## config.mk

```make
export PLATFORM = sky130hd
export DESIGN_NAME = prga
export DESIGN_NICKNAME = d
export VERILOG_FILES = /design/src/rtl/prga.sv
export SDC_FILE = /design/constraint.sdc
export NUM_CORES = 1
export LEC_CHECK = 0
export CORE_MARGIN = 3
export CORE_UTILIZATION = 25
export DETAILED_ROUTE_END_ITERATION = 12
export PLACE_DENSITY = 0.45
export SYNTH_ARGS = -nofsm -noshare
export SYNTH_HDL_FRONTEND = slang
export SYNTH_SLANG_ARGS = --single-unit
```

## constraint.sdc

```tcl
create_clock -name clk -period 2.15 [get_ports clk]
set_input_delay 0.43 -clock clk [delete_from_list [all_inputs] [get_ports clk]]
set_output_delay 0.43 -clock clk [all_outputs]
set_load 0.05 [all_outputs]
```

## src/rtl/prga.sv

```systemverilog
// RC4 keystream generator (PRGA) that decrypts a length-prefixed ciphertext
// buffer into a length-prefixed plaintext buffer, using an already-scheduled S box.
//
// Ports:
//   clk, rst_n        clock; asynchronous active-low reset
//   en, rdy           start request, sampled only while rdy = 1 (idle)
//   s_addr, s_rddata  S permutation RAM address and read data
//   s_wrdata, s_wren  S permutation RAM write data and write enable
//   ct_addr           ciphertext RAM address
//   ct_rddata         ciphertext RAM read data; ct[0] = L, ct[1..L] = bytes
//   pt_addr           plaintext RAM address
//   pt_wrdata, pt_wren  plaintext RAM write data and write enable; same layout as ct
// All RAMs are synchronous: an address presented in cycle N gives data in cycle N+1.
module prga (
    input  logic       clk,
    input  logic       rst_n,
    input  logic       en,
    output logic       rdy,
    output logic [7:0] s_addr,
    input  logic [7:0] s_rddata,
    output logic [7:0] s_wrdata,
    output logic       s_wren,
    output logic [7:0] ct_addr,
    input  logic [7:0] ct_rddata,
    output logic [7:0] pt_addr,
    output logic [7:0] pt_wrdata,
    output logic       pt_wren
);

    typedef enum logic [3:0] {
        IDLE,
        LEN_RD,
        LEN_WR,
        SI_RD,
        SI_CAP,
        SJ_RD,
        SJ_CAP,
        WR_I,
        WR_J,
        PAD_RD,
        PAD_CAP,
        PT_WR
    } state_t;

    state_t     state;
    state_t     state_nx;

    logic [7:0] i_q;
    logic [7:0] j_q;
    logic [7:0] k_q;
    logic [7:0] len_q;
    logic [7:0] si_q;
    logic [7:0] sj_q;
    logic [7:0] ctb_q;
    logic [7:0] pad_q;

    // Sequential state and datapath registers
    always_ff @(posedge clk or negedge rst_n) begin
        if (!rst_n) begin
            state <= IDLE;
            i_q   <= 8'd0;
            j_q   <= 8'd0;
            k_q   <= 8'd0;
            len_q <= 8'd0;
            si_q  <= 8'd0;
            sj_q  <= 8'd0;
            ctb_q <= 8'd0;
            pad_q <= 8'd0;
        end else begin
            state <= state_nx;
            case (state)
                IDLE: begin
                    if (en) begin
                        i_q <= 8'd0;
                        j_q <= 8'd0;
                        k_q <= 8'd1;
                    end
                end
                LEN_WR: begin
                    len_q <= ct_rddata;
                end
                SI_RD: begin
                    i_q <= i_q + 8'd1;
                end
                SI_CAP: begin
                    // s_rddata holds S[i] for the freshly incremented i
                    si_q <= s_rddata;
                    j_q  <= j_q + s_rddata;
                end
                SJ_CAP: begin
                    sj_q <= s_rddata;
                end
                PAD_RD: begin
                    // ct[k] was addressed during WR_J
                    ctb_q <= ct_rddata;
                end
                PAD_CAP: begin
                    pad_q <= s_rddata;
                end
                PT_WR: begin
                    if (k_q != len_q) begin
                        k_q <= k_q + 8'd1;
                    end
                end
                default: begin
                end
            endcase
        end
    end

    // Next-state and output decode; every output defaults to zero
    always_comb begin
        state_nx  = state;
        rdy       = 1'b0;
        s_addr    = 8'd0;
        s_wrdata  = 8'd0;
        s_wren    = 1'b0;
        ct_addr   = 8'd0;
        pt_addr   = 8'd0;
        pt_wrdata = 8'd0;
        pt_wren   = 1'b0;
        case (state)
            IDLE: begin
                rdy = 1'b1;
                if (en) begin
                    state_nx = LEN_RD;
                end
            end
            LEN_RD: begin
                ct_addr  = 8'd0;
                state_nx = LEN_WR;
            end
            LEN_WR: begin
                // Length is copied straight from the read port into pt[0]
                pt_addr   = 8'd0;
                pt_wrdata = ct_rddata;
                pt_wren   = 1'b1;
                state_nx  = (ct_rddata == 8'd0) ? IDLE : SI_RD;
            end
            SI_RD: begin
                s_addr   = i_q + 8'd1;
                state_nx = SI_CAP;
            end
            SI_CAP: begin
                state_nx = SJ_RD;
            end
            SJ_RD: begin
                s_addr   = j_q;
                state_nx = SJ_CAP;
            end
            SJ_CAP: begin
                state_nx = WR_I;
            end
            WR_I: begin
                s_addr   = i_q;
                s_wrdata = sj_q;
                s_wren   = 1'b1;
                state_nx = WR_J;
            end
            WR_J: begin
                // When i == j this rewrites the same byte: S stays unchanged
                s_addr   = j_q;
                s_wrdata = si_q;
                s_wren   = 1'b1;
                ct_addr  = k_q;
                state_nx = PAD_RD;
            end
            PAD_RD: begin
                // After the swap S[i]+S[j] equals sj+si
                s_addr   = si_q + sj_q;
                state_nx = PAD_CAP;
            end
            PAD_CAP: begin
                state_nx = PT_WR;
            end
            PT_WR: begin
                pt_addr   = k_q;
                pt_wrdata = pad_q ^ ctb_q;
                pt_wren   = 1'b1;
                state_nx  = (k_q == len_q) ? IDLE : SI_RD;
            end
            default: begin
                state_nx = IDLE;
            end
        endcase
    end

endmodule

```

==> out/metrics.csv, run 1 <==
metric,value,unit
status,finished with violations,
violations,negative setup slack,
dp.cells,745,
layoutNonFillerInstCount,812,
final_nets,628,
reg2reg_depth,10,
use_met3,0.0227,
synth_cells,409,
hold_violations,0,
synth_area_leaders,"dfrtp_1, mux2_2, ha_1",
rsz0062_at_grt,yes,
drive_gt1_frac,0.515,
hold_buffers,0,
numCtsBuffers,9,
seqPwrFrac,0.212,
multi_input_area,2820,sq um
fin_crit_sh,1.33,
clkPwrFrac,0.159,
internal-power,6.61,mW
antenna_found_initial,0,
vias,3810,
via_per_inst,4.69,
final.setup.worst_slack,-712,ps
setup_viol,30,
fin_skew,5.31,ps
ys.warnings.count,0,
grt.overflow.total,0,
worst-path-max-fanout,2,
ys_async_sr_fraction,1.00,
ant_nets,0,
p_comb_frac,0.629,
finalCriticalPeriod,2860,ps
r2r_setup_slack,150,ps
ys.flop_type,dfrtp_1,
synth_area,4140,sq um
io-pin-count,62,
rows,46,
placed_area,5980,sq um
drc,0,
clock_latency,340,ps
die_y,135,um
die_x,135,um
busiest_layer,met2,
crit_slowest_cell,dfrtp_1,
drv_slew,0,
endpoint_kind,output port,
coreArea,16100,sq um
synth_top_area_frac,0.411,
slowest_delay,380,ps
tightest_slew,506,ps
p_leak,3.36,nW
irDropWorstVdd,0.000632,V
regToRegStartpoint,state[0]$_DFFE_PN0P_,
grtUsageTotal,0.149,
port_buffers,61,
initial_core_util,0.258,
die_area,18100,sq um
path_clk_slew,60,ps
area_growth,76.4,%
cp-startpoint,sj_q[0]$_DFFE_PN0P_,
num-fill-cells,1436,
reg2reg_to,state[0]$_DFFE_PN0P_,
hp-class,in2async,
drtIter0Drc,199,
max_freq,349,MHz
fin_area,7300,sq um
post-dp-hpwl,9550,um
synth-edff-count,0,
grt_max_degree,50,
cts_sinks,68,
cap_violations,0,
cp-start-kind,flop,
cts_root_buf,clkbuf_16,
diodes,0,
wl_per_cell,16.8,um
grt_pass1_vias,3784,
syn_area_per_cell,10.1,sq um
use_met1,0.205,
dr.pass1.iters,4,
max_slew_margin,0.663,
crit_type,reg2out,
cts.htree.levels,3,
cts_tree,built,
synth_fp_nets,446,
gp_congestion,0.866,
grt_pass1_wl,21000,um
synth.largest_area_cell,dfrtp_1,
ys_seq_area_frac,0.411,
yosysUniqueCellTypes,54,
ys_ff_latch,68,
critPathCapture,s_addr[6],
cp.required,1720,ps
drt-total-wl,13700,um
p_per_area,1520,nW/um^2
use_met2,0.243,
cts_buffer_depth,2,
regArea,1710,sq um
cp.arrival,2430,ps
crit_chain,ha_2 > fa_2 > a211oi_2 > o21ai_1 > a21oi_1 > xnor2_1 > a211o_2 > buf_12,
switchingPower,4.48,mW
swShare,0.404,
-- repair_timing --
item	CTS	global route
endpoints found under the setup margin	42	43
setup buffers	29	24
resized for setup	105	39
endpoints found under the hold margin	0	0
pin swaps	24	18
gates cloned	4	0
-- critical path: cells and delay by family, from the launching register on --
family	cells	cell delay (ps)
AOI/OAI and AO/OA	4	860
adders and majority gates	2	580
DFF	1	380
buffers and inverters	1	150
xor gates and xnor gates	1	110
-- cell usage in the layout, fill, tap and decap left out, types with 7 or more instances in the layout --
| cell type | n |
|---|---|
| clkdlybuf4s50_1 | 17 |
| buf_6 | 29 |
| buf_4 | 90 |
| o21ai_4 | 8 |
| nand2_1 | 38 |
| a21o_1 | 8 |
| mux2_2 | 33 |
| xor2_1 | 14 |
| mux2i_1 | 8 |
| ha_1 | 12 |
| nand2_4 | 10 |
| nand3_1 | 19 |
| xnor2_1 | 16 |
| and3_4 | 9 |
| dfrtp_1 | 64 |
| o21ai_0 | 15 |
| buf_12 | 45 |
| clkbuf_16 | 10 |
| nor2_1 | 7 |
| and2_4 | 8 |
| a21oi_1 | 11 |
-- area by class of cell --
| type | count | area share |
|---|---|---|
| inverters | 4 | 0.00206 |
| clock buffers | 10 | 0.0328 |
| clock inverters | 6 | 0.0153 |
| repair buffers | 185 | 0.292 |
| flip-flops and latches | 68 | 0.234 |
| multi-input cells | 323 | 0.387 |
| well taps | 216 | 0.0370 |
-- logic make-up after synthesis --
family / share of synthesized area
AND/OR/NAND/NOR: 0.195
AO/OA/AOI/OAI: 0.139
flip-flops: 0.411
multiplexers: 0.109
XOR/XNOR: 0.0635
buffers and inverters: 0.0239
adder cells (fa/ha/maj): 0.0581
-- through the flow --
stage	utilization	hold WS (ps)	power [mW]	setup TNS, ps	setup slack [ps]
after floorplan	-	134	5.39	-1880	-310
after global placement	0.373	425	7.70	-1430	-335
after detailed placement	0.373	437	7.76	-1660	-336
after CTS	0.439	70.7	10.6	-5560	-625
after global routing	0.454	80.6	11.7	-8230	-765
final	0.454	52.4	11.1	-6340	-712
-- worst min path at each step --
stage          slack [ps]              endpoint
2_1_floorplan         130  ctb_q[0]$_DFFE_PN0N_
3_3_place_gp          420    k_q[4]$_DFFE_PN0P_
3_5_place_dp          440    k_q[6]$_DFFE_PN0P_
4_1_cts                70    k_q[4]$_DFFE_PN0P_
5_1_grt                80    k_q[4]$_DFFE_PN0P_
6_report               50    k_q[4]$_DFFE_PN0P_
-- routing by layer --
layer,up-vias,routed length (um)
li1,1853,-
met4,0,193
met2,44,6830
met3,16,334
met1,1897,6300
met5,-,0
-- cells in the mapped netlist (all sizes together), types with 8 or more instances --
cell and instances:
a22o 10, dfrtp 68, xor2 14, a21oi 13
mux2 33, o21ai 31, a21o 8, mux2i 8
buf 11, and2 12, ha 16, nand3 22
nand2 51, xnor2 16, nor2 14, and3 13
-- registers in the layout, summed over array words and instances, names as in the netlist --
| signal | cells |
|---|---|
| ctb_q | 8 |
| i_q | 8 |
| j_q | 8 |
| k_q | 8 |
| len_q | 8 |
| pad_q | 8 |
| si_q | 8 |
| sj_q | 8 |
| state | 4 |
-- power groups by stage --
stage | clock network, mW | logic [mW] | registers, mW
global placement | 0 | 5.38 | 2.32
global route | 1.86 | 7.41 | 2.43
floorplan | 0 | 3.18 | 2.21
CTS | 1.79 | 6.46 | 2.35
detailed placement | 0 | 5.42 | 2.34
finish | 1.76 | 6.98 | 2.36
(Power assumes the default switching activity.)
==> run 2, diff against run 1 <==
==> constraint.sdc (replaced) <==
create_clock -name clk -period 2.15 [get_ports clk]
set_input_delay 0.215 -clock clk [delete_from_list [all_inputs] [get_ports clk]]
set_output_delay 0.215 -clock clk [all_outputs]
set_load 0.05 [all_outputs]
==> out/metrics.csv, run 2 (synthesis gave the netlist of run 1 again) <==
metric,value,unit,change
coreArea,16100,sq um,unchanged
grt_pass1_vias,3808,,+0.63%
drtIter0Drc,214,,+7.5%
die_y,135,um,unchanged
diodes,0,,unchanged
final_nets,578,,-8.0%
area_growth,56.7,%,
endpoint_kind,output port,,
power,9.90,mW,-11%
die_x,135,um,unchanged
cap_violations,0,,unchanged
fin_crit_sh,1.17,,-0.162
cp.arrival,2300,ps,-130 ps
rows,46,,unchanged
grt.overflow.total,0,,unchanged
setup_viol,6,,-80%
finalCriticalPeriod,2510,ps,-348 ps
p_per_area,1530,nW/um^2,+0.41%
drt-total-wl,12900,um,-5.8%
cp-start-kind,flop,,
initial_core_util,0.258,,unchanged
drive_gt1_frac,0.397,,-0.118
worst-path-max-fanout,2,,unchanged
antenna_found_initial,0,,unchanged
grt_max_degree,69,,+38%
port_buffers,61,,unchanged
dr.pass1.iters,4,,unchanged
final.setup.worst_slack,-364,ps,+348 ps
grtUsageTotal,0.142,,-0.00697
layout_common_cells,"buf_4, dfrtp_1, nand2_1",,
crit_type,reg2out,,
tightest_slew,524,ps,+18.3 ps
r2r_setup_slack,130,ps,-20 ps
via_per_inst,4.82,,+2.7%
final_common_cell,buf_4,,
layoutNonFillerInstCount,762,,-6.2%
slowest_delay,390,ps,about the same
post-dp-hpwl,9440,um,-1.2%
cts.htree.levels,3,,unchanged
cts_tree,built,,
path_buf_inv,1,,unchanged
drv_slew,0,,unchanged
p_leak,2.96,nW,-12%
hp-class,in2reg,,
clock_latency,330,ps,about the same
fin_skew,6.03,ps,+0.716 ps
rsz0062_at_grt,yes,,
cp.required,1930,ps,+210 ps
path_clk_slew,60,ps,about the same
ant_nets,0,,unchanged
status,finished with violations,,
io-pin-count,62,,unchanged
wl_per_cell,16.9,um,+0.38%
cts_sinks,68,,unchanged
cts_root_buf,clkbuf_16,,
drc,0,,unchanged
vias,3673,,-3.6%
numCtsBuffers,9,,unchanged
dp.cells,718,,-3.6%
grt_pass1_wl,20400,um,-3.2%
crit_slowest_cell,dfrtp_1,,
crit_chain,ha_2 > fa_2 > a211oi_2 > o21ai_1 > a21oi_2 > xnor2_1 > a211o_2 > buf_12,,
violations,negative setup slack,,
irDropWorstVdd,0.000634,V,+0.25%
max_slew_margin,0.649,,-0.0135
gp_congestion,0.858,,-0.91%
critical_path.top_delay_family,compound AO/OA/AOI/OAI gates,,
cts_buffer_depth,2,,unchanged
post-route-util,0.404,,-0.0508
max_freq,398,MHz,+14%
hold_violations,0,,unchanged
die_area,18100,sq um,unchanged
-- run 2: layout make-up --
type,count,area [sq um]
clock buffers,9,225
repair buffers,136,1650
flip-flops and latches,68,1710
multi-input cells,322,2530
well taps,216,270
inverters,4,15.0
clock inverters,7,75.1
fillers,1555,9580
-- run 2: final timing paths --
kind | startpoint | to | depth (start not counted)
worst max-delay path | si_q[0]$_DFFE_PN0P_ | s_addr[6] | 8
worst min-delay path | s_rddata[0] | pad_q[0]$_DFFE_PN0P_ | 2
worst max register to register | j_q[0]$_DFFE_PN0P_ | j_q[6]$_DFFE_PN0P_ | 7
worst min register to register | len_q[7]$_DFFE_PN0P_ | len_q[7]$_DFFE_PN0P_ | 2
max in group asynchronous | rst_n | sj_q[1]$_DFFE_PN0P_ | 3
min in group asynchronous | rst_n | k_q[4]$_DFFE_PN0P_ | 3
-- run 2: per-stage QoR --
stage / hold slack, ps / instance area (sq um) / TNS [ps] / worst slack [ps]
4_1_cts: 463 / 6280 / -1420 / -406
6_report: 298 / 6480 / -1520 / -364
2_1_floorplan: -80.6 / 4190 / -2920 / -351
3_3_place_gp: 275 / 5770 / -341 / -239
5_1_grt: 333 / 6480 / -2020 / -509
3_5_place_dp: 271 / 5770 / -425 / -243
-- run 2: timing repair --
item,CTS,global route
endpoints found under the hold margin,68,0
gates resized for setup,25,27
setup endpoints to repair,24,22
buffers inserted,18,12
pin swaps,12,15
hold buffers,1,0
-- run 2: worst register-to-register path, delay by kind of cell, from the launching register on --
family,cells,cell delay (ps)
AOI/OAI and AO/OA,4,690
adders and majority gates,2,600
xor gates and xnor gates,1,160
DFF,1,410
-- run 2: where the power goes --
part / total (mW) / switching, mW / leakage [nW] / internal, mW
clock: 1.51 / 0.605 / 0.150 / 0.904
sequential: 2.41 / 0.568 / 0.846 / 1.84
combinational: 5.98 / 2.94 / 1.97 / 3.04
total: 9.90 / 4.12 / 2.96 / 5.78
-- run 2: layer usage --
layer | share of wire | wire length, um | vias to the layer above | GRT usage
met5 | 0 | 0 | - | 0
met1 | 0.46 | 5950 | 1844 | 0.195
met4 | 0.015 | 199 | 0 | 0.0571
met2 | 0.50 | 6420 | 60 | 0.231
met3 | 0.023 | 299 | 14 | 0.0160
li1 | - | - | 1755 | -
==> run 3, diff against run 2 <==
--- a/config.mk
+++ b/config.mk
@@ -8,7 +8,7 @@
 export CORE_MARGIN = 3
 export CORE_UTILIZATION = 25
 export DETAILED_ROUTE_END_ITERATION = 12
-export PLACE_DENSITY = 0.45
+export PLACE_DENSITY = 0.43
 export SYNTH_ARGS = -nofsm -noshare
 export SYNTH_HDL_FRONTEND = slang
 export SYNTH_SLANG_ARGS = --single-unit
==> constraint.sdc (replaced) <==
create_clock -name clk -period 3.1 [get_ports clk]
set_input_delay 0.31 -clock clk [delete_from_list [all_inputs] [get_ports clk]]
set_output_delay 0.31 -clock clk [all_outputs]
set_load 0.05 [all_outputs]
==> out/metrics.csv, run 3 (synthesis gave the netlist of run 1 again) <==
metric,value,unit,change
setup_viol,0,,-6
irDropWorstVdd,0.000411,V,-35%
cts.htree.levels,3,,unchanged
drc,0,,unchanged
layout_common_cells,"dfrtp_1, nand2_1, mux2_2, clkdlybuf4s50_1, o21ai_0",,
antenna_found_initial,0,,unchanged
max_freq,342,MHz,
io-pin-count,62,,unchanged
diodes,0,,unchanged
whs,81.5,ps,-216 ps
grtUsageTotal,0.135,,-0.00720
ant_nets,0,,unchanged
worst-path-max-fanout,3,,+1
grt_pass1_vias,3308,,-13%
cap_violations,0,,unchanged
drive_gt1_frac,0.215,,-0.183
power,5.82,mW,-41%
p_leak,2.50,nW,-16%
grt.overflow.total,0,,unchanged
drtIter0Drc,165,,-23%
die_x,135,um,unchanged
fin_tns_setup,0,ps,+1520 ps
finalCriticalPeriod,2930,ps,
status,completed,,
rows,46,,unchanged
gp_congestion,0.802,,-6.6%
cp.arrival,2620,ps,+320 ps
vias,3302,,-10%
grt_pass1_wl,19100,um,-6.1%
cts_sinks,68,,unchanged
fin_area,5500,sq um,-15%
p_per_area,1060,nW/um^2,-31%
post-dp-hpwl,8960,um,-5.1%
die_area,18100,sq um,unchanged
final_nets,512,,-11%
via_per_inst,4.74,,-1.6%
port_buffers,61,,unchanged
cts_buffer_depth,2,,unchanged
endpoint_kind,output port,,
path_clk_slew,60,ps,about the same
initial_core_util,0.258,,unchanged
final_common_cell,dfrtp_1,,
area_growth,32.9,%,
cts_tree,built,,
placed_area,5160,sq um,-11%
wl_per_cell,17.3,um,+2.4%
numCtsBuffers,9,,unchanged
fin_skew,5.36,ps,-0.671 ps
dr.pass1.iters,4,,unchanged
hold_violations,0,,unchanged
die_y,135,um,unchanged
cp-start-kind,flop,,
drv_slew,0,,unchanged
tightest_slew,869,ps,+345 ps
max_slew_margin,0.421,,-0.229
crit_type,reg2out,,
grt_max_degree,37,,-46%
fin_crit_sh,0.944,,
hp-class,in2async,,
clock_latency,340,ps,about the same
drt-total-wl,12000,um,-6.5%
rsz0062_at_grt,no,,
cts_root_buf,clkbuf_16,,
cp.required,2790,ps,+860 ps
coreArea,16100,sq um,unchanged
run 3: cell types whose count changed in the layout (fill, tap and decap cells not counted), moves of 4 or more:
cell / change
buf_4: -52
buf_12: -25
clkdlybuf4s50_1: +17
o21ai_0: +13
o21ai_2: -7
o21ai_1: -6
ha_1: +5
buf_6: -4
dfrtp_1: +4
dfrtp_2: -4
ha_4: -4
run 3: worst paths after layout:
| kind | slack (ps) | to | cells past startpoint | from |
|---|---|---|---|---|
| worst max-delay path | 170 | s_addr[6] | 8 | si_q[0]$_DFFE_PN0P_ |
| worst min-delay path | 80 | k_q[3]$_DFFE_PN0P_ | 1 | rst_n |
| worst max register to register | 970 | ctb_q[3]$_DFFE_PN0N_ | 5 | state[2]$_DFFE_PN0P_ |
| worst min register to register | 500 | len_q[0]$_DFFE_PN0P_ | 2 | len_q[0]$_DFFE_PN0P_ |
| max in group asynchronous | 2330 | sj_q[2]$_DFFE_PN0P_ | 2 | rst_n |
| min in group clk | 500 | len_q[0]$_DFFE_PN0P_ | 2 | len_q[0]$_DFFE_PN0P_ |
run 3: power by group:
group / switching (mW) / leakage, nW / total, mW / internal, mW
Sequential: 0.427 / 0.850 / 1.69 / 1.27
Clock: 0.421 / 0.164 / 1.16 / 0.735
Combinational: 1.65 / 1.49 / 2.97 / 1.32
Total: 2.50 / 2.50 / 5.82 / 3.32
run 3: area by class of cell:
| cell class | instances | area, sq um |
|---|---|---|
| multi-input combinational | 322 | 2340 |
| tap | 216 | 270 |
| sequential | 68 | 1700 |
| timing repair buffer | 70 | 833 |
| clock buffer | 10 | 239 |
| clock inverter | 6 | 95.1 |
| inverter | 4 | 15.0 |
| fill | 1612 | 10600 |
run 3: worst max-delay path, stage by stage (launching register included):
cell and delay [ps]:
dfrtp_1 400, ha_1 250, fa_1 440, a211oi_2 250, o21ai_0 100, a21oi_1 190, xnor2_1 120, a211o_1 350
buf_12 160
run 3: what timing repair did:
item / CTS / global route
setup endpoints to repair: 2 / 7
hold buffers: 0 / 0
resized for setup: 2 / 2
setup buffers: 0 / 0
run 3: through the flow:
step	cells	setup WS (ps)	utilization
detailed placement	680	322	0.321
finish	696	173	0.342
global placement	680	383	0.321
global route	696	23.1	0.342
floorplan	409	504	-
CTS	696	22.6	0.342
run 3: layer usage:
metal,global-route usage,up-vias,part of all wire
met5,0,-,0
met1,0.190,1615,0.48
met4,0.0492,0,0.014
met3,0.0201,12,0.027
met2,0.211,50,0.47
li1,-,1625,-
